$ cat src/rtl/project1_operand_sequencer.sv
// Operand sequencer for the 4-input evaluator: serial operand load or full
// 16-combination sweep, then a sampled result handed off with valid/ready.
module project1_operand_sequencer #(
  parameter int SETTLE_CYCLES = 1,
  parameter int CNT_W         = 5
) (
  input  logic             clk,
  input  logic             rst_n,
  input  logic             start,
  input  logic             sweep,
  input  logic             ser_in,
  input  logic             ser_valid,
  input  logic             b_in,
  output logic             x1,
  output logic             x2,
  output logic             y1,
  output logic             y2,
  output logic             res_valid,
  input  logic             res_ready,
  output logic             res_b,
  output logic [CNT_W-1:0] ones_cnt,
  output logic             busy,
  output logic [2:0]       dbg_state
);

  // Handshake: res_valid is high for every cycle in RESULT; a cycle with
  // res_valid=1 and res_ready=1 transfers the result and returns to IDLE.
  typedef enum logic [2:0] {
    S_IDLE   = 3'd0,
    S_LOAD   = 3'd1,
    S_SETTLE = 3'd2,
    S_SAMPLE = 3'd3,
    S_RESULT = 3'd4
  } state_e;

  localparam logic [3:0]       SETTLE_LAST = 4'(SETTLE_CYCLES - 1);
  localparam logic [CNT_W-1:0] CNT_MAX     = CNT_W'(16);

  state_e           state_q, state_d;
  logic [3:0]       ops_q, ops_d;
  logic [1:0]       bit_cnt_q, bit_cnt_d;
  logic [3:0]       idx_q, idx_d;
  logic [3:0]       settle_cnt_q, settle_cnt_d;
  logic             mode_q, mode_d;
  logic             res_b_q, res_b_d;
  logic [CNT_W-1:0] ones_q, ones_d;

  always_comb begin
    state_d      = state_q;
    ops_d        = ops_q;
    bit_cnt_d    = bit_cnt_q;
    idx_d        = idx_q;
    settle_cnt_d = '0;
    mode_d       = mode_q;
    res_b_d      = res_b_q;
    ones_d       = ones_q;
    case (state_q)
      S_IDLE: begin
        if (start) begin
          if (sweep) begin
            mode_d  = 1'b1;
            idx_d   = '0;
            ops_d   = '0;
            ones_d  = '0;
            res_b_d = 1'b0;
            state_d = S_SETTLE;
          end else begin
            mode_d    = 1'b0;
            bit_cnt_d = '0;
            state_d   = S_LOAD;
          end
        end
      end
      S_LOAD: begin
        // First accepted bit lands in x1 (ops bit 3), last in y2 (ops bit 0).
        if (ser_valid) begin
          ops_d[~bit_cnt_q] = ser_in;
          bit_cnt_d         = bit_cnt_q + 2'd1;
          if (bit_cnt_q == 2'd3) state_d = S_SETTLE;
        end
      end
      S_SETTLE: begin
        if (settle_cnt_q == SETTLE_LAST) state_d = S_SAMPLE;
        else settle_cnt_d = settle_cnt_q + 4'd1;
      end
      S_SAMPLE: begin
        if (mode_q) begin
          if (ones_q != CNT_MAX) ones_d = ones_q + CNT_W'(b_in);
          res_b_d = res_b_q | b_in;
          if (idx_q == 4'd15) begin
            state_d = S_RESULT;
          end else begin
            idx_d   = idx_q + 4'd1;
            ops_d   = idx_q + 4'd1;
            state_d = S_SETTLE;
          end
        end else begin
          res_b_d = b_in;
          ones_d  = CNT_W'(b_in);
          state_d = S_RESULT;
        end
      end
      S_RESULT: begin
        if (res_ready) state_d = S_IDLE;
      end
      default: state_d = S_IDLE;
    endcase
  end

  always_ff @(posedge clk or negedge rst_n) begin
    if (!rst_n) begin
      state_q      <= S_IDLE;
      ops_q        <= '0;
      bit_cnt_q    <= '0;
      idx_q        <= '0;
      settle_cnt_q <= '0;
      mode_q       <= 1'b0;
      res_b_q      <= 1'b0;
      ones_q       <= '0;
    end else begin
      state_q      <= state_d;
      ops_q        <= ops_d;
      bit_cnt_q    <= bit_cnt_d;
      idx_q        <= idx_d;
      settle_cnt_q <= settle_cnt_d;
      mode_q       <= mode_d;
      res_b_q      <= res_b_d;
      ones_q       <= ones_d;
    end
  end

  assign {x1, x2, y1, y2} = ops_q;
  assign res_valid        = (state_q == S_RESULT);
  assign busy             = (state_q != S_IDLE);
  assign res_b            = res_b_q;
  assign ones_cnt         = ones_q;
  assign dbg_state        = state_q;

endmodule

$ cat config.mk
export PLATFORM = sky130hd
export DESIGN_NAME = project1_operand_sequencer
export DESIGN_NICKNAME = d
export VERILOG_FILES = /design/src/rtl/project1_operand_sequencer.sv
export SDC_FILE = /design/constraint.sdc
export NUM_CORES = 1
export LEC_CHECK = 0
export CAP_MARGIN = 30
export CORE_MARGIN = 2
export CORE_UTILIZATION = 42
export DETAILED_ROUTE_END_ITERATION = 6
export PLACE_DENSITY = 0.71
export SETUP_SLACK_MARGIN = 0.4
export SLEW_MARGIN = 20
export SYNTH_ARGS = -nofsm -noshare
export SYNTH_HDL_FRONTEND = slang
export SYNTH_SLANG_ARGS = --single-unit
$ cat constraint.sdc
create_clock -name clk -period 4.8 [get_ports clk]
set_input_delay 1.44 -clock clk [delete_from_list [all_inputs] [get_ports clk]]
set_output_delay 1.44 -clock clk [all_outputs]
set_load 0.1 [all_outputs]
==> results of run 1 <==
-- final timing paths --
check / start / slack (ns) / to
setup / recovery: dbg_state[2]$_DFFE_PN0P_ / 0.87 / res_valid
hold / removal: settle_cnt_q[0]$_DFF_PN0_ / 0.50 / settle_cnt_q[0]$_DFF_PN0_
setup reg to reg: dbg_state[1]$_DFFE_PN0P_ / 2.97 / ops_q[1]$_DFFE_PN0P_
hold reg to reg: settle_cnt_q[0]$_DFF_PN0_ / 0.50 / settle_cnt_q[0]$_DFF_PN0_
max in group asynchronous: rst_n / 2.85 / ops_q[0]$_DFFE_PN0P_
min in group asynchronous: rst_n / 1.47 / ones_cnt[0]$_DFFE_PN0P_
-- Yosys cell counts (2+ instances only) --
library cell,instances
xnor2_1,3
nand2_1,19
xor2_1,2
o41a_1,3
nor2b_1,3
inv_1,8
nor3b_1,2
o211ai_1,2
a31o_1,2
a211o_1,2
and2_1,4
nand3_1,7
or3_1,2
a21o_1,3
ha_1,9
dfrtp_1,24
nor2_1,13
buf_2,4
o21ai_0,15
a21oi_1,7
mux2i_1,2
a32o_1,2
-- report_power, final --
group / total (mW) / internal (mW) / switching, mW
Clock: 0.108 / 0.0463 / 0.0614
Combinational: 0.697 / 0.212 / 0.485
Sequential: 0.367 / 0.257 / 0.110
Total: 1.17 / 0.515 / 0.657
-- area by class of cell --
type                    count  area [um^2]  share of cell area, %
inverters                   8         30.0                   1.72
flip-flops and latches     24          601                   34.4
multi-input cells         120          787                   45.1
well taps                  46         57.6                   3.30
repair buffers             23          235                   13.5
clock buffers               4         36.3                   2.08
-- placed cells by master (no fill, tap or decap), types with 2 or more instances in the layout --
| master | n |
|---|---|
| dfrtp_1 | 24 |
| clkdlybuf4s50_1 | 22 |
| nand2_1 | 19 |
| o21ai_0 | 15 |
| nor2_1 | 13 |
| ha_1 | 9 |
| inv_1 | 8 |
| nand3_1 | 7 |
| a21oi_1 | 7 |
| and2_1 | 4 |
| xnor2_1 | 3 |
| nor2b_1 | 3 |
| a21o_1 | 3 |
| o41a_1 | 3 |
| clkbuf_4 | 3 |
| or3_1 | 2 |
| a211o_1 | 2 |
| o211ai_1 | 2 |
| mux2i_1 | 2 |
| xor2_1 | 2 |
| a31o_1 | 2 |
| a32o_1 | 2 |
-- cells by family after synthesis --
| family | after synthesis | share of synthesized area [%] |
|---|---|---|
| XOR/XNOR | 5 | 3.02 |
| flip-flops | 24 | 41.5 |
| buffers and inverters | 14 | 4.58 |
| AND/OR/NAND/NOR | 62 | 22.5 |
| multiplexers | 2 | 1.38 |
| AO/OA/AOI/OAI | 42 | 19.3 |
| adder cells (fa/ha/maj) | 9 | 7.77 |
-- metal layers --
layer | GRT usage (%) | share of wire [%] | routed length [um]
met1 | 23.7 | 46 | 1480
met2 | 29.3 | 50 | 1580
met3 | 2.52 | 3.2 | 102
met4 | 5.00 | 0.60 | 19
met5 | 0 | 0 | 0
-- sequential cells by signal, summed over array words and instances, names as in the netlist --
name / flops
settle_cnt_q: 4
bit_cnt_q: 2
ones_cnt: 5
idx_q: 4
dbg_state: 3
res_b: 1
mode_q: 1
ops_q: 4
-- stage by stage --
stage | std cells | instance area, um^2 | power [mW] | setup WS (ns) | utilization (%)
3_3_place_gp | 220 | 1700 | 1.05 | 1.28 | 50.8
3_5_place_dp | 221 | 1710 | 1.06 | 1.27 | 51.3
5_1_grt | 225 | 1750 | 1.25 | 0.780 | 52.3
2_1_floorplan | 158 | 1450 | 0.911 | 0.706 | -
6_report | 225 | 1750 | 1.17 | 0.874 | 52.3
4_1_cts | 225 | 1750 | 1.18 | 0.880 | 52.3
==> results by group, run 1 <==
Worst setup path
  – Slowest CP cell: clkdlybuf4s50_1
  – Critical path cell sequence: nor3b_2 -> clkdlybuf4s50_1
  – WP data arrival: 2.49 ns
  – WP depth: 2
  – Critical path endpoint category: primary output
  – Startpoint Class: flip-flop
  – Delay-heaviest family, CP: buffers and inverters
  – Maximum fanout along the worst path: 19
  – Type of the worst setup path: flip-flop to primary output
  – CP peak stage delay: 1.17 ns
  – Reg2reg path depth: 4
  – Crit path required time: 3.36 ns
  – Critical path buffers and inverters: 1

Detailed routing
  – Average vias per placed instance: 5.44
  – Post-DRT Antenna Nets: 0
  – Via count: 1225
  – Post-route DRC: 0
  – DR iter-0 viols: 60
  – First-pass DRT Iterations: 4
  – Drt wl/cell: 14.1 um
  – Post-Route WL: 3180 um

Logic synthesis
  – FFs w/ async S/R, synth: 100%
  – Mapped cell area: 1450 um^2
  – Syn nets: 175
  – Synth Warn #: 0
  – Count of cell types in the netlist: 42
  – Synthesized flop and latch total: 24
  – Post-synth EDFFs: 0
  – Top FF cell, synth: dfrtp_1
  – Gate Count Post-Synth: 158
  – Synth top area share: 41.5%
  – Sequential element share of the synthesized area: 41.5%
  – Synth area leaders: dfrtp_1, ha_1, o21ai_0
  – Yosys top cell by area: dfrtp_1
  – Syn avg cell area: 9.17 um^2

STA
  – Number of max-slew violations in the final report: 0
  – Fmax: 255 MHz
  – Fin crit share: 81.8%
  – RSZ-0062 raised after global routing: false
  – Worst slew margin: 34.8%
  – Fin crit period: 3.93 ns
  – Min Hold Slack: 0.496 ns
  – Sum of negative setup slack: 0 ns
  – Hold Vio Cnt, Final: 0
  – Final clock skew: 0.000879 ns
  – # setup viols final: 0
  – Worst-Margin Slew: 0.976 ns

Floorplanning
  – I/O Pins: 23
  – Initial Utilization: 43.4%
  – Die Span X: 62.7 um
  – Die extent in y: 62.7 um
  – DIE AREA: 3940 um^2
  – Area of the core: 3340 um^2
  – # rows: 21

Clocking
  – Clk buf depth: 2
  – CTS tree: done
  – Clk root buf: clkbuf_4
  – Sink Count: 24
  – CTS Buf Count: 3
  – Register clock-pin slew on the reported worst setup and hold paths: 0.13 ns
  – Htree depth: 1
  – Clock Latency Late Sink: 0.31 ns
  – CTS Hold Bufs: 0
  – Setup bufs post-CTS: 0
  – CTS-repair resized insts: 0

Final layout
  – Filler Cell Count: 325
  – Layout cells sized above 1: 5.03%
  – Layout area overhead: 20.6%
  – NumNets Final: 197
  – Antenna cells: 0

Run
  – Total of max-cap violations: 0

Placed design
  – Port Buffers: 22
  – Detailed placer's ending HPWL: 2400 um
  – Routability cong.: 0.797

Pwr
  – Leakage: 0.775 nW
  – Power density over the cells: 671 nW/um^2
  – Max VDD drop: 0.553 mV

Worst hold path
  – Hold Path Stages: 1
  – Worst min path class: flip-flop to flip-flop

Global routing
  – Global Route Usage Sum: 17.5%
  – Vias in the first global route: 1193
  – Largest net degree at the start of global routing: 22
  – Global-route wire length before repair: 5510 um
  – GR Overflow Total: 0
  – Initial antenna violation count: 0

Status
  – Status: complete, no violations
(Power assumes the default switching activity.)
==> run 2, diff against run 1 <==
--- a/config.mk
+++ b/config.mk
@@ -9,7 +9,7 @@
 export CORE_MARGIN = 2
 export CORE_UTILIZATION = 42
 export DETAILED_ROUTE_END_ITERATION = 6
-export PLACE_DENSITY = 0.71
+export PLACE_DENSITY = 0.74
 export SETUP_SLACK_MARGIN = 0.4
 export SLEW_MARGIN = 20
 export SYNTH_ARGS = -nofsm -noshare
==> constraint.sdc (replaced) <==
create_clock -name clk -period 3.36 [get_ports clk]
set_input_delay 1.008 -clock clk [delete_from_list [all_inputs] [get_ports clk]]
set_output_delay 1.008 -clock clk [all_outputs]
set_load 0.1 [all_outputs]
==> run 2 against run 1 <==
Cell count is the same. Register-to-register slack got worse by 1.3 ns. Non-clock buffer count stayed put. Core utilization shrank 0.97 points. Setup slack lost 0.10 ns. Total power up 42%. Worst hold slack improved by 0.011 ns. Flip-flop and latch count stayed put. Clock power rose by 40%. Highest routed layer unchanged. Routed wire length is essentially flat. Final area down 1.9%.
==> results by group, run 2 (synthesis results as in run 1) <==
Pwr
  – Leakage: 0.796 nW (+2.7%)
  – Power density over the cells: 970 nW/um^2 (+44%)
  – Max VDD drop: 0.516 mV (-6.6%)

Clocking
  – CTS tree: done
  – Setup bufs post-CTS: 0 (unchanged)
  – Register clock-pin slew on the reported worst setup and hold paths: 0.14 ns (about the same)
  – Htree depth: 1 (unchanged)
  – Sink Count: 24 (unchanged)
  – CTS Buf Count: 3 (unchanged)
  – Clk root buf: clkbuf_4
  – CTS Hold Bufs: 0 (unchanged)
  – Clk buf depth: 2 (unchanged)
  – CTS-repair resized insts: 0 (unchanged)
  – Clock Latency Late Sink: 0.32 ns (about the same)

Worst setup path
  – Critical path endpoint category: primary output
  – CP peak stage delay: 0.59 ns (-0.58 ns)
  – WP data arrival: 1.58 ns (-0.91 ns)
  – Flop2flop setup slack: 1.65 ns (-1.32 ns)
  – Startpoint Class: flip-flop
  – Crit path required time: 2.35 ns (-1.01 ns)
  – Critical path buffers and inverters: 1 (unchanged)
  – Critical path cell sequence: or3_1 -> buf_4
  – Delay-heaviest family, CP: flip-flops
  – Type of the worst setup path: flip-flop to primary output
  – Slowest CP cell: dfrtp_4
  – Maximum fanout along the worst path: 19 (unchanged)

Global routing
  – Global Route Usage Sum: 18.1% (+0.54 points)
  – Largest net degree at the start of global routing: 22 (unchanged)
  – Initial antenna violation count: 0 (unchanged)
  – GR Overflow Total: 0 (unchanged)
  – Global-route wire length before repair: 5780 um (+5.0%)
  – Vias in the first global route: 1254 (+5.1%)

Floorplanning
  – Die Span X: 62.7 um (unchanged)
  – Die extent in y: 62.7 um (unchanged)
  – Area of the core: 3340 um^2 (unchanged)
  – # rows: 21 (unchanged)
  – I/O Pins: 23 (unchanged)
  – DIE AREA: 3940 um^2 (unchanged)
  – Initial Utilization: 43.4% (unchanged)

Placed design
  – Detailed placer's ending HPWL: 2430 um (+1.2%)
  – Setup WS pre-CTS: 0.796 ns (-0.471 ns)
  – Routability cong.: 0.920 (+15%)
  – Port Buffers: 22 (unchanged)

Detailed routing
  – Drt wl/cell: 14.1 um (about the same)
  – First-pass DRT Iterations: 4 (unchanged)
  – Average vias per placed instance: 5.45 (+0.16%)
  – Via count: 1227 (+0.16%)
  – Post-route DRC: 0 (unchanged)
  – Post-Route WL: 3180 um (about the same)
  – Post-DRT Antenna Nets: 0 (unchanged)
  – DR iter-0 viols: 35 (-42%)

STA
  – RSZ-0062 raised after global routing: false
  – Fin crit share: 77.0%
  – Sum of negative setup slack: 0 ns (unchanged)
  – Final clock skew: 0.0142 ns (+0.0134 ns)
  – PnR worst setup slack: 0.773 ns (-0.101 ns)
  – Number of max-slew violations in the final report: 0 (unchanged)
  – # setup viols final: 0 (unchanged)
  – Fin crit period: 2.59 ns
  – Worst slew margin: 45.7% (+11 points)
  – Hold Vio Cnt, Final: 0 (unchanged)
  – Worst-Margin Slew: 0.812 ns (-0.163 ns)
  – Fmax: 387 MHz

Final layout
  – Commonest non-fill, non-tap cell in the layout: dfrtp_1
  – Layout area overhead: 18.3%
  – Layout cells sized above 1: 15.1% (+10 points)
  – NumNets Final: 197 (unchanged)
  – Antenna cells: 0 (unchanged)
  – Max reg flops: 5 (unchanged)
  – Filler Cell Count: 322 (-0.92%)
  – Commonest non-fill, non-tap cells in the layout: dfrtp_1, nand2_1, buf_4

Worst hold path
  – Worst min path class: flip-flop to flip-flop

Status
  – Status: complete, no violations

Run
  – Total of max-cap violations: 0 (unchanged)
run 2: worst paths after layout:
check,start,end,cells past startpoint
hold / removal,settle_cnt_q[0]$_DFF_PN0_,settle_cnt_q[0]$_DFF_PN0_,1
setup / recovery,dbg_state[2]$_DFFE_PN0P_,busy,2
hold reg to reg,settle_cnt_q[0]$_DFF_PN0_,settle_cnt_q[0]$_DFF_PN0_,1
min in group asynchronous,rst_n,dbg_state[2]$_DFFE_PN0P_,1
max in group asynchronous,rst_n,settle_cnt_q[0]$_DFF_PN0_,2
setup reg to reg,idx_q[0]$_DFFE_PN0P_,ops_q[0]$_DFFE_PN0P_,5
run 2: metal layers:
| metal | wire length [um] | vias up | track usage, % |
|---|---|---|---|
| met4 | 36 | 0 | 5.00 |
| met5 | 0 | - | 0 |
| met3 | 189 | 6 | 2.70 |
| met2 | 1560 | 44 | 30.5 |
| li1 | - | 602 | - |
| met1 | 1400 | 575 | 24.2 |
run 2: per-stage QoR:
step           instance area, um^2  utilization [%]  cells  hold slack (ns)  power [mW]
6_report                      1710             51.4    225            0.508        1.66
5_1_grt                       1710             51.4    225            0.530        1.79
4_1_cts                       1710             51.4    225            0.507        1.67
3_5_place_dp                  1680             50.3    221            0.490        1.52
3_3_place_gp                  1680             50.3    221            0.471        1.50
2_1_floorplan                 1470                -    158            0.450        1.32
run 2: power breakdown:
group / total [mW] / switching [mW] / internal, mW
combinational: 0.976 / 0.694 / 0.282
sequential: 0.535 / 0.160 / 0.375
clock: 0.151 / 0.0847 / 0.0662
total: 1.66 / 0.939 / 0.723
run 2: layout make-up:
cell class	count	area [um^2]	share of cell area [%]
timing repair buffer	23	190	11.1
inverter	8	30.0	1.75
tap	46	57.6	3.36
sequential	24	607	35.4
multi-input combinational	120	793	46.3
clock buffer	4	36.3	2.12
